--- src/rtl/serial_adder.sv ---
// Bit-serial adder: one full-adder cell reused over WIDTH clocks, LSB first,
// with a carry flop closing the loop and a start/busy/done handshake.

module FA (
    input  logic a,
    input  logic b,
    input  logic ci,
    output logic sum,
    output logic co
);
    assign sum = a ^ b ^ ci;
    assign co  = (a & b) | (ci & (a ^ b));
endmodule

module serial_adder #(
    parameter int WIDTH = 8
) (
    input  logic             clk,
    input  logic             rst,
    input  logic             start,
    input  logic [WIDTH-1:0] a,
    input  logic [WIDTH-1:0] b,
    input  logic             ci,
    output logic             busy,
    output logic             done,
    output logic [WIDTH-1:0] sum,
    output logic             co
);
    localparam int CW = (WIDTH > 1) ? $clog2(WIDTH) : 1;
    localparam logic [CW-1:0] LAST_BIT = CW'(WIDTH - 1);

    typedef enum logic [1:0] {IDLE, RUN, DONE} state_t;

    state_t           state_q, state_d;
    logic [WIDTH-1:0] a_q, a_d, b_q, b_d, res_q, res_d, sum_q, sum_d;
    logic             carry_q, carry_d, co_q, co_d, busy_q, done_q;
    logic [CW-1:0]    cnt_q, cnt_d;
    logic             fa_sum, fa_co;
    logic [WIDTH-1:0] res_shift;

    FA u_fa (
        .a   (a_q[0]),
        .b   (b_q[0]),
        .ci  (carry_q),
        .sum (fa_sum),
        .co  (fa_co)
    );

    // New sum bit enters at the MSB, so after WIDTH shifts bit 0 sits at the LSB.
    generate
        if (WIDTH == 1) begin : g_res_1
            assign res_shift = fa_sum;
        end else begin : g_res_n
            assign res_shift = {fa_sum, res_q[WIDTH-1:1]};
        end
    endgenerate

    always_comb begin
        state_d = state_q;
        a_d     = a_q;
        b_d     = b_q;
        res_d   = res_q;
        carry_d = carry_q;
        cnt_d   = cnt_q;
        sum_d   = sum_q;
        co_d    = co_q;
        case (state_q)
            IDLE: begin
                if (start) begin
                    a_d     = a;
                    b_d     = b;
                    carry_d = ci;
                    cnt_d   = '0;
                    state_d = RUN;
                end
            end
            RUN: begin
                a_d     = a_q >> 1;
                b_d     = b_q >> 1;
                res_d   = res_shift;
                carry_d = fa_co;
                cnt_d   = cnt_q + CW'(1);
                if (cnt_q == LAST_BIT) begin
                    sum_d   = res_shift;
                    co_d    = fa_co;
                    state_d = DONE;
                end
            end
            DONE: begin
                // Accepting start here gives back-to-back operation without an IDLE cycle.
                if (start) begin
                    a_d     = a;
                    b_d     = b;
                    carry_d = ci;
                    cnt_d   = '0;
                    state_d = RUN;
                end else begin
                    state_d = IDLE;
                end
            end
            default: state_d = IDLE;
        endcase
    end

    always_ff @(posedge clk) begin
        if (rst) begin
            state_q <= IDLE;
            a_q     <= '0;
            b_q     <= '0;
            res_q   <= '0;
            carry_q <= 1'b0;
            cnt_q   <= '0;
            sum_q   <= '0;
            co_q    <= 1'b0;
            busy_q  <= 1'b0;
            done_q  <= 1'b0;
        end else begin
            state_q <= state_d;
            a_q     <= a_d;
            b_q     <= b_d;
            res_q   <= res_d;
            carry_q <= carry_d;
            cnt_q   <= cnt_d;
            sum_q   <= sum_d;
            co_q    <= co_d;
            busy_q  <= (state_d == RUN);
            done_q  <= (state_d == DONE);
        end
    end

    assign busy = busy_q;
    assign done = done_q;
    assign sum  = sum_q;
    assign co   = co_q;
endmodule

--- config.mk ---
export PLATFORM = sky130hd
export DESIGN_NAME = serial_adder
export DESIGN_NICKNAME = d
export VERILOG_FILES = /design/src/rtl/serial_adder.sv
export SDC_FILE = /design/constraint.sdc
export NUM_CORES = 1
export LEC_CHECK = 0
export ABC_AREA = 1
export BUFFER_PORTS_ARGS = -buffer_cell sky130_fd_sc_hd__clkbuf_2
export CAP_MARGIN = 20
export CORE_MARGIN = 3
export CORE_UTILIZATION = 48
export DETAILED_ROUTE_END_ITERATION = 12
export HOLD_SLACK_MARGIN = 0.02
export MAX_ROUTING_LAYER = met4
export PLACE_DENSITY = 0.7
export SLEW_MARGIN = 40
export SYNTH_ARGS = -nofsm -noshare
export SYNTH_HDL_FRONTEND = slang
export SYNTH_SLANG_ARGS = --single-unit
--- constraint.sdc ---
create_clock -name clk -period 3.2 [get_ports clk]
set_input_delay 0.16 -clock clk [delete_from_list [all_inputs] [get_ports clk]]
set_output_delay 0.16 -clock clk [all_outputs]
set_load 0.005 [all_outputs]
### After elaboration in Yosys (flattened, before gate mapping)

Index checks and enable logic that the tools add are counted.

| storage, ports and cells | value |
|---|---|
| input bits | 20 |
| output and inout port bits | 11 |
| flip-flop bits (word level) | 41 |
| word-level logic and storage cells | 39 |

| operators by class | value |
|---|---|
| reduce and logical (&&, ||, !) cells | 5 |
| $add $sub $neg | 1 |
| multiplexer cells | 12 |
| bitwise operators | 5 |
| equal/unequal tests | 6 |

Operator list:

| cell | count |
|---|---|
| $pmux 8 s2 | 2 |
| $mux 8 | 2 |
| $pmux 2 s3 | 1 |
| $pmux 3 s2 | 1 |
| $eq 2x1->1 const B | 2 |
| $eq 2x2->1 const B | 2 |
| $mux 2 | 2 |
| $reduce_and 2->1 | 2 |
| $add 3x1->3 const B | 1 |
| $eq 3x3->1 const B | 1 |
| $mux 3 | 1 |
| $and 1x1->1 | 2 |
| $logic_not 2->1 | 1 |
| $mux 1 | 2 |
| $ne 2x1->1 const B | 1 |
| $pmux 1 s2 | 1 |
| $reduce_bool 2->1 | 1 |
| $reduce_or 2->1 | 1 |
| $xor 1x1->1 | 2 |
| $or 1x1->1 | 1 |

### Depth between registers and ports, before layout

Gate-level depths: netlist (run 1).

| depth | value |
|---|---|
| word-level depth | 4 |
| gate-level depth with buffers | 8 |
| gate-level depth less buffers | 6 |

### Cells and area by module

A second synthesis (run 1) with hierarchy kept.

| unflattened totals | value |
|---|---|
| cell total of the unflattened synthesis | 256 |
| area, all modules | 1,819.2 sq um |

Modules (own cells, without submodules):

| module | times used | area an instance (sq um) | cells an instance | seq. area each (sq um) |
|---|---|---|---|---|
| serial_adder | 1 | 1,799.2 | 255 | 800.8 |
| FA | 1 | 20.0 | 1 | 0.0 |

### Worst setup path before layout (run 1)

OpenSTA, ideal clock, no wires.

| timing path | value |
|---|---|
| path kind | reg2reg |
| start point | register cnt_q[0] |
| end point | register co_q (netlist: co) |
| period minus slack after synthesis | 1.308 ns |
| stages on the path, launching flop included | 8 |
| data required time | 3.130 ns |
| library setup time | 0.070 ns |
| arrival time | 1.238 ns |
| setup slack | 1.892 ns |
| buffers on the path | 2 |
| cell sequence | dfxtp_1 ha_1 ha_1 buf_2 nand3_1 buf_2 nand2_1 a21oi_1 |

| between the ends | value |
|---|---|
| word-level cells in the longest chain between the ends | 2 |

Ends and longest elaborated chain:

| element | line | text |
|---|---|---|
| start, declared | 37 | `logic [CW-1:0] cnt_q, cnt_d;` |
| start signal, assigned | 123 | `cnt_q <= cnt_d;` |
| $eq 3x3->1 | 83 | `if (cnt_q == LAST_BIT) begin` |
| $reduce_and 2->1 (no line) | -- |  |
| end signal, assigned | 125 | `co_q <= co_d;` |
| end, declared | 36 | `logic carry_q, carry_d, co_q, co_d, busy_q, done_q;` |

Every way passes these cells.
A chain may end at the register's enable or synchronous reset.

### Final worst setup path (run 1)

| timing path | value |
|---|---|
| start point | register state_q[0] |
| end point | register sum_q[1] (netlist: sum[1]) |

| between the ends | value |
|---|---|
| word-level cells in the longest chain between the ends | 2 |

Ends and longest elaborated chain:

| element | line | text |
|---|---|---|
| start, declared | 34 | `state_t state_q, state_d;` |
| start signal, assigned | 118 | `state_q <= state_d;` |
| $eq 2x1->1 | 67 | `case (state_q)` |
| $reduce_and 2->1 (no line) | -- |  |
| end signal, assigned | 124 | `sum_q <= sum_d;` |
| end, declared | 35 | `logic [WIDTH-1:0] a_q, a_d, b_q, b_d, res_q, res_d, sum_q, sum_d;` |

Every way passes these cells.

==> results of run 1 <==
## cell families (layout without fill, tap and decap cells)
group / Yosys count / in the layout / share of synthesized area
compound gates: 20 / 20 / 0.05642
fa+ha+maj: 3 / 3 / 0.02539
buf+inv: 35 / 59 / 0.09802
flops: 40 / 40 / 0.4513
simple gates: 158 / 158 / 0.3688
## registers in the layout, summed over array words and instances, names as in the netlist
signal   cells
busy         1
state_q      2
done         1
b_q          8
sum          8
cnt_q        3
carry_q      1
co           1
res_q        7
a_q          8
## report_power, final
part / leakage (nW) / switching, mW / internal [mW] / total (mW)
Combinational: 0.594 / 0.0912 / 0.0557 / 0.147
Clock: 0.0541 / 0.183 / 0.231 / 0.413
Sequential: 0.328 / 0.0257 / 0.531 / 0.557
## Yosys cell counts
cell,n,area share
sky130_fd_sc_hd__inv_4,2,0.0071
sky130_fd_sc_hd__nand3_1,29,0.082
sky130_fd_sc_hd__nor2_1,48,0.10
sky130_fd_sc_hd__buf_6,3,0.019
sky130_fd_sc_hd__a21oi_1,12,0.034
sky130_fd_sc_hd__dfxtp_1,40,0.45
sky130_fd_sc_hd__buf_4,1,0.0042
sky130_fd_sc_hd__nand2_2,1,0.0035
sky130_fd_sc_hd__o21ai_0,8,0.023
sky130_fd_sc_hd__clkbuf_1,1,0.0021
sky130_fd_sc_hd__fa_1,1,0.011
sky130_fd_sc_hd__ha_1,2,0.014
sky130_fd_sc_hd__clkinv_1,1,0.0021
sky130_fd_sc_hd__nand2_1,77,0.16
sky130_fd_sc_hd__nor2_4,1,0.0063
sky130_fd_sc_hd__nand2_4,2,0.013
sky130_fd_sc_hd__inv_1,18,0.038
sky130_fd_sc_hd__buf_2,9,0.025
## through the flow
step / util / instances / worst slack [ns]
2_1_floorplan: - / 256 / 1.892
4_1_cts: 0.5820 / 326 / 1.308
3_5_place_dp: 0.5496 / 318 / 1.318
3_3_place_gp: 0.5496 / 318 / 1.362
6_report: 0.5820 / 326 / 1.309
5_1_grt: 0.5820 / 326 / 1.118
## area by class of cell
type                    count  area [sq um]  share of cell area
repair buffers             30         150.1             0.07495
well taps                  46         57.56             0.02873
clock buffers               5         68.82             0.03435
inverters                  21         83.83             0.04185
flip-flops and latches     40         800.8              0.3998
clock inverters             3         42.54             0.02124
multi-input cells         181         799.5              0.3991
## routing by layer
metal	global-route usage	wire, um	share of wire	vias to the layer above
li1	-	-	-	831
met1	0.2383	1798	0.50	661
met2	0.2698	1541	0.43	37
met3	0.04384	198	0.055	5
met4	0.07614	53	0.015	0
met5	-	0	0	-
## worst paths after layout
check | start | end | slack [ns] | depth (start not counted)
worst max-delay path | state_q[0] | sum[1] | 1.31 | 4
worst min-delay path | b[7] | b_q[7] | 0.10 | 3
worst max register to register | state_q[0] | sum[1] | 1.31 | 4
worst min register to register | sum[0] | sum[0] | 0.47 | 2
## worst max-delay path: stages (launching register included)
cell                      delay [ns]
sky130_fd_sc_hd__dfxtp_1        0.82
sky130_fd_sc_hd__nand3_1        0.52
sky130_fd_sc_hd__nor2_1         0.34
sky130_fd_sc_hd__nand2_1        0.09
sky130_fd_sc_hd__nand2_1        0.06
==> results.md, run 1 <==
- result of the run: finished, final reports clean
- final total power: 1.117 mW
- Crit path required time: 3.44 ns
- CTS clk-pin slew, worst paths: 0.08 ns
- Worst-Margin Slew: 0.7534 ns
- post-detailed-route wirelength per cell: 11.01 um
- Setup Viol. Count Final: 0
- power density relative to cell area: 557.8 mW/mm^2
- clock root buffer master: sky130_fd_sc_hd__clkbuf_8
- minimum clock period after layout: 1.891 ns
- data arrival time at the worst-slack endpoint: 2.13 ns
- effective utilization at floorplan: 0.5154
- wire length of the first global-routing pass: 6037 um
- total number of clock tree sinks: 40
- relative max-transition margin: 0.4970
- Fin Hold WS: 0.1022 ns
- proportion of layout cells with a drive suffix above 1: 0.1571
- final net count: 302
- total cell area at the placement stage: 0.001892 sq mm
- instance count of the mapped netlist: 256
- Fin. Hold Viols: 0
- maximum clock insertion buffer count: 2
- proportion of synthesized chip area in sequential cells: 0.4513
- total overflow reported by the global router: 0
- Synthesized Nets: 279
- antenna violations before repair: 0
- post-route antenna net violation count: 0
- critical setup path kind: reg -> reg
- post-synthesis instance area: 0.001774 sq mm
- highest clock frequency the design can meet: 528.7 MHz
- Crit Path Max Fanout: 18
- total negative setup slack: 0 ns
- setup fix buffers added after clock tree synthesis: 0
- commonest cells after routing, fill and taps aside: sky130_fd_sc_hd__nand2_1 (77), sky130_fd_sc_hd__nor2_1 (48), sky130_fd_sc_hd__dfxtp_1 (40)
- commonest non-fill, non-tap cell in the layout: sky130_fd_sc_hd__nand2_1
- Max Transition Viols Final: 0
- count of instances resized after the clock tree is built: 0
- Die ar.: 0.004462 sq mm
- path type of the worst min-delay path: in -> reg
- IO Port Bufs: 30
- count of max-cap constraint violations: 0
- clock buffer count from CTS: 5
- kind of end point of the critical path: flip-flop
- Chip Height: 66.80 um
- count of synthesis-stage warnings from yosys: 0
- starting DRC count in detailed routing: 129
- GR Util All Layers: 0.1826
- Core Rows: 21
- Via Count: 1534
- H-tree levels: 2
- leakage power of the design: 0.9765 nW
- element type at the critical path start: flip-flop
- worst vdd rail ir drop: 0.0003433 V
- DR pass1 iterations: 4
- DRC violation count after routing: 0
- post-route clock period utilization: 0.5910
- setup repair after global routing missed its margin: false
- vias in the first global route: 1398
- wire length after detailed routing: 3590 um
- Final Instance Area: 0.002003 sq mm
- horizontal extent of the die: 66.80 um
- area growth from synthesis to layout: 12.91%
- largest net degree at the start of global routing: 28
- number of top-level pins: 31
- CTS tree: done
- Setup Skew: 0.003940 ns
- number of distinct library cells after synthesis: 18
- global placer's final weighted congestion: 0.7670
- Synth Area per Inst: 6.930 sq um
- core outline area: 0.003442 sq mm
- Inserted Diodes: 0
- # hold bufs at CTS: 0
- worst-skew pair later-pin latency: 0.29 ns
- half-perimeter wire length of the detailed placement result: 2268 um
- flop and latch count out of synthesis: 40
- count of fill cells added during filler insertion: 333
- vias per cell: 4.706
Note: power is estimated with default switching activity, not from simulation.
==> run 2, diff against run 1 <==
Settings changed: ABC_AREA 1 to 0, PLACE_DENSITY 0.7 to 0.73.
Clock period 3.2 ns to 1.63 ns, I/O delays scaled along.
==> results.md, run 2 <==
- count of max-cap constraint violations: 0
- count of fill cells added during filler insertion: 317
- Fin Hold WS: 0.1229 ns
- proportion of layout cells with a drive suffix above 1: 0.3413
- slack of the critical path: 0.2691 ns
- cell type contributing the most total cell area after synthesis: sky130_fd_sc_hd__dfxtp_1
- half-perimeter wire length of the detailed placement result: 2413 um
- highest clock frequency the design can meet: 734.8 MHz
- Hold Path Sink: a_q[5]
- relative max-transition margin: 0.7347
- Crit Path Max Fanout: 11
- post-synthesis instance area: 0.001787 sq mm
- Most common cell on crit path: sky130_fd_sc_hd__ha_1
- Synth Area per Inst: 10.04 sq um
- CP cell instances: ha_1 -> ha_1 -> nand3b_1 -> nand2_1 -> a21oi_1
- Max Transition Viols Final: 0
- Worst path max stage delay: 0.33 ns
- proportion of synthesized chip area in sequential cells: 0.4482
- Core Rows: 21
- power density relative to cell area: 1055 mW/mm^2
- area growth from synthesis to layout: 15.34%
- number of enable-type register cells in the synthesized netlist: 0
- combinational share of power: 0.142
- Synthesized Nets: 201
- Setup Skew: 0.009725 ns
- final total power: 2.174 mW
- startpoint of the most critical hold path: a[5]
- total overflow reported by the global router: 0
- minimum clock period after layout: 1.361 ns
- Final Instance Area: 0.002061 sq mm
- logic depth of the worst register-to-register path: 5
- most instantiated cells after synthesis: sky130_fd_sc_hd__dfxtp_1 (40), sky130_fd_sc_hd__nand2_1 (27), sky130_fd_sc_hd__a21oi_1 (21), sky130_fd_sc_hd__mux2i_1 (15), sky130_fd_sc_hd__nand3_1 (14)
- vias per cell: 5.205
- met2 track demand over resource in global routing: 0.2847
- Main synth FF type: sky130_fd_sc_hd__dfxtp_1
- cell-internal power: 1.624 mW
- master of the slowest instance on the critical path: sky130_fd_sc_hd__dfxtp_1
- antenna violations before repair: 0
- filler-free cell count of the finished design: 254
- post-detailed-route wirelength per cell: 13.17 um
- CTS tree: done
- effective utilization at floorplan: 0.5152
- grt peak-use layer: met2
- commonest cells after routing, fill and taps aside: sky130_fd_sc_hd__dfxtp_1 (40), sky130_fd_sc_hd__clkbuf_2 (30), sky130_fd_sc_hd__nand2_1 (27)
- H-tree levels: 2
- source of the worst register-to-register timing path: cnt_q[0]
- DRC violation count after routing: 0
- path type of the worst min-delay path: in -> reg
- IO Port Bufs: 30
- total cell area at the placement stage: 0.001929 sq mm
- Inserted Diodes: 0
- worst vdd rail ir drop: 0.0007394 V
- fraction of met1 tracks used by global routing: 0.2141
- setup repair after global routing missed its margin: false
- number of top-level pins: 31
- net load switching power: 549.1 uW
- Die ar.: 0.004490 sq mm
- total negative setup slack: 0 ns
- kind of end point of the critical path: flip-flop
- total number of clock tree sinks: 40
- met3 GRT Util: 0.06577
- Crit path required time: 1.85 ns
- commonest non-fill, non-tap cell in the layout: sky130_fd_sc_hd__dfxtp_1
- data arrival time at the worst-slack endpoint: 1.58 ns
- final net count: 230
- Synth top area share: 0.4482
- Reg2Reg Setup Slack: 0.27 ns
- CTS clk-pin slew, worst paths: 0.07 ns
- result of the run: finished, final reports clean
- clock buffer count from CTS: 5
- Worst-Margin Slew: 0.3968 ns
- post-route clock period utilization: 0.8349
- largest net degree at the start of global routing: 41
- number of distinct library cells after synthesis: 26
- dominant cell by count in the synthesized netlist: sky130_fd_sc_hd__dfxtp_1
- end of the worst register-to-register path: co
- DR pass1 iterations: 4
- synth top area cells: sky130_fd_sc_hd__dfxtp_1 (45%), sky130_fd_sc_hd__a211oi_2 (8.4%), sky130_fd_sc_hd__mux2i_1 (8.4%), sky130_fd_sc_hd__nor3_2 (6.7%), sky130_fd_sc_hd__a21oi_1 (5.9%)
- starting DRC count in detailed routing: 53
- flop and latch count out of synthesis: 40
- fraction of power spent switching nets: 0.2526
- horizontal extent of the die: 67.01 um
- worst-skew pair later-pin latency: 0.29 ns
- vias in the first global route: 1309
- share of synthesized registers carrying an async set or reset: 0
- post-route antenna net violation count: 0
- Via Count: 1322
- maximum clock insertion buffer count: 2
- Chip Height: 67.01 um
- element type at the critical path start: flip-flop
- global placer's final weighted congestion: 0.7424
- Cells on Worst Hold Path: 3
- wire length of the first global-routing pass: 5865 um
- sum of buffers and inverters on the critical path: 0
- Finished Core Util: 0.5942
- Setup Viol. Count Final: 0
- Fin. Hold Viols: 0
- proportion of power drawn by flip-flops and latches: 0.493
- critical setup path kind: reg -> reg
- instance count of the mapped netlist: 178
- largest delay contributor family on the critical path: simple AND/OR/NAND/NOR gates
- count of synthesis-stage warnings from yosys: 0
- pre-CTS worst setup slack: 0.2703 ns
- clock root buffer master: sky130_fd_sc_hd__clkbuf_8
- number of cells in the design after placement: 244
- leakage power of the design: 0.7917 nW
- wire length after detailed routing: 3346 um
- relative contribution of the clock network to total power: 0.365
- core outline area: 0.003468 sq mm
- GR Util All Layers: 0.1812
==> run 2: final cells by class <==
class / instances / area [sq um] / area share
sequential: 40 / 800.8 / 0.3886
clock buffer: 5 / 68.82 / 0.03339
tap: 46 / 57.56 / 0.02793
timing repair buffer: 38 / 227.7 / 0.1105
clock inverter: 3 / 42.54 / 0.02064
multi-input combinational: 122 / 863.3 / 0.4189
==> run 2: worst max path at each step <==
stage,start,to,slack (ns),depth (start not counted)
floorplan,cnt_q[0],sum[1],0.34,6
global placement,state_q[0],a_q[4],0.34,3
detailed placement,cnt_q[0],co,0.27,5
CTS,cnt_q[0],co,0.26,5
global route,cnt_q[0],sum[7],0.11,5
finish,cnt_q[0],co,0.27,5
==> run 2: timing repair <==
| action | 4_1_cts | 5_1_grt |
|---|---|---|
| endpoints found under the setup margin | 0 | 0 |
| endpoints found under the hold margin | 2 | 0 |
| hold buffers | 2 | 0 |
| setup buffers | 0 | 0 |
| resized for setup | 0 | 0 |
==> run 2: logic make-up (layout without fill, tap and decap cells) <==
group / count (synthesis) / after routing / share of synthesized area
DFF: 40 / 40 / 0.4482
and+or+nand+nor: 67 / 67 / 0.2143
AOI/OAI and AO/OA: 37 / 37 / 0.1597
adders and majority gates: 3 / 3 / 0.02521
buffers and inverters: 16 / 46 / 0.06862
muxes: 15 / 15 / 0.08403
==> run 2: per-layer routing <==
layer  part of all wire  vias to the layer above
li1                   -                      680
met1               0.45                      611
met2               0.49                       27
met3              0.051                        4
met4              0.013                        0
met5                  0                        -
==> run 2: worst reg2reg max path, stage by stage, from the launching register on <==
cell                       delay, ns
sky130_fd_sc_hd__dfxtp_1        0.33
sky130_fd_sc_hd__ha_1           0.20
sky130_fd_sc_hd__ha_1           0.19
sky130_fd_sc_hd__nand3b_1       0.32
sky130_fd_sc_hd__nand2_1        0.11
sky130_fd_sc_hd__a21oi_1        0.15
==> run 2: power by group through the flow <==
stage	combinational, mW	sequential (mW)	clock, mW
2_1_floorplan	0.267	1.08	0
3_3_place_gp	0.296	1.09	0
3_5_place_dp	0.309	1.09	0
4_1_cts	0.315	1.07	0.821
5_1_grt	0.342	1.08	0.865
6_report	0.310	1.07	0.793
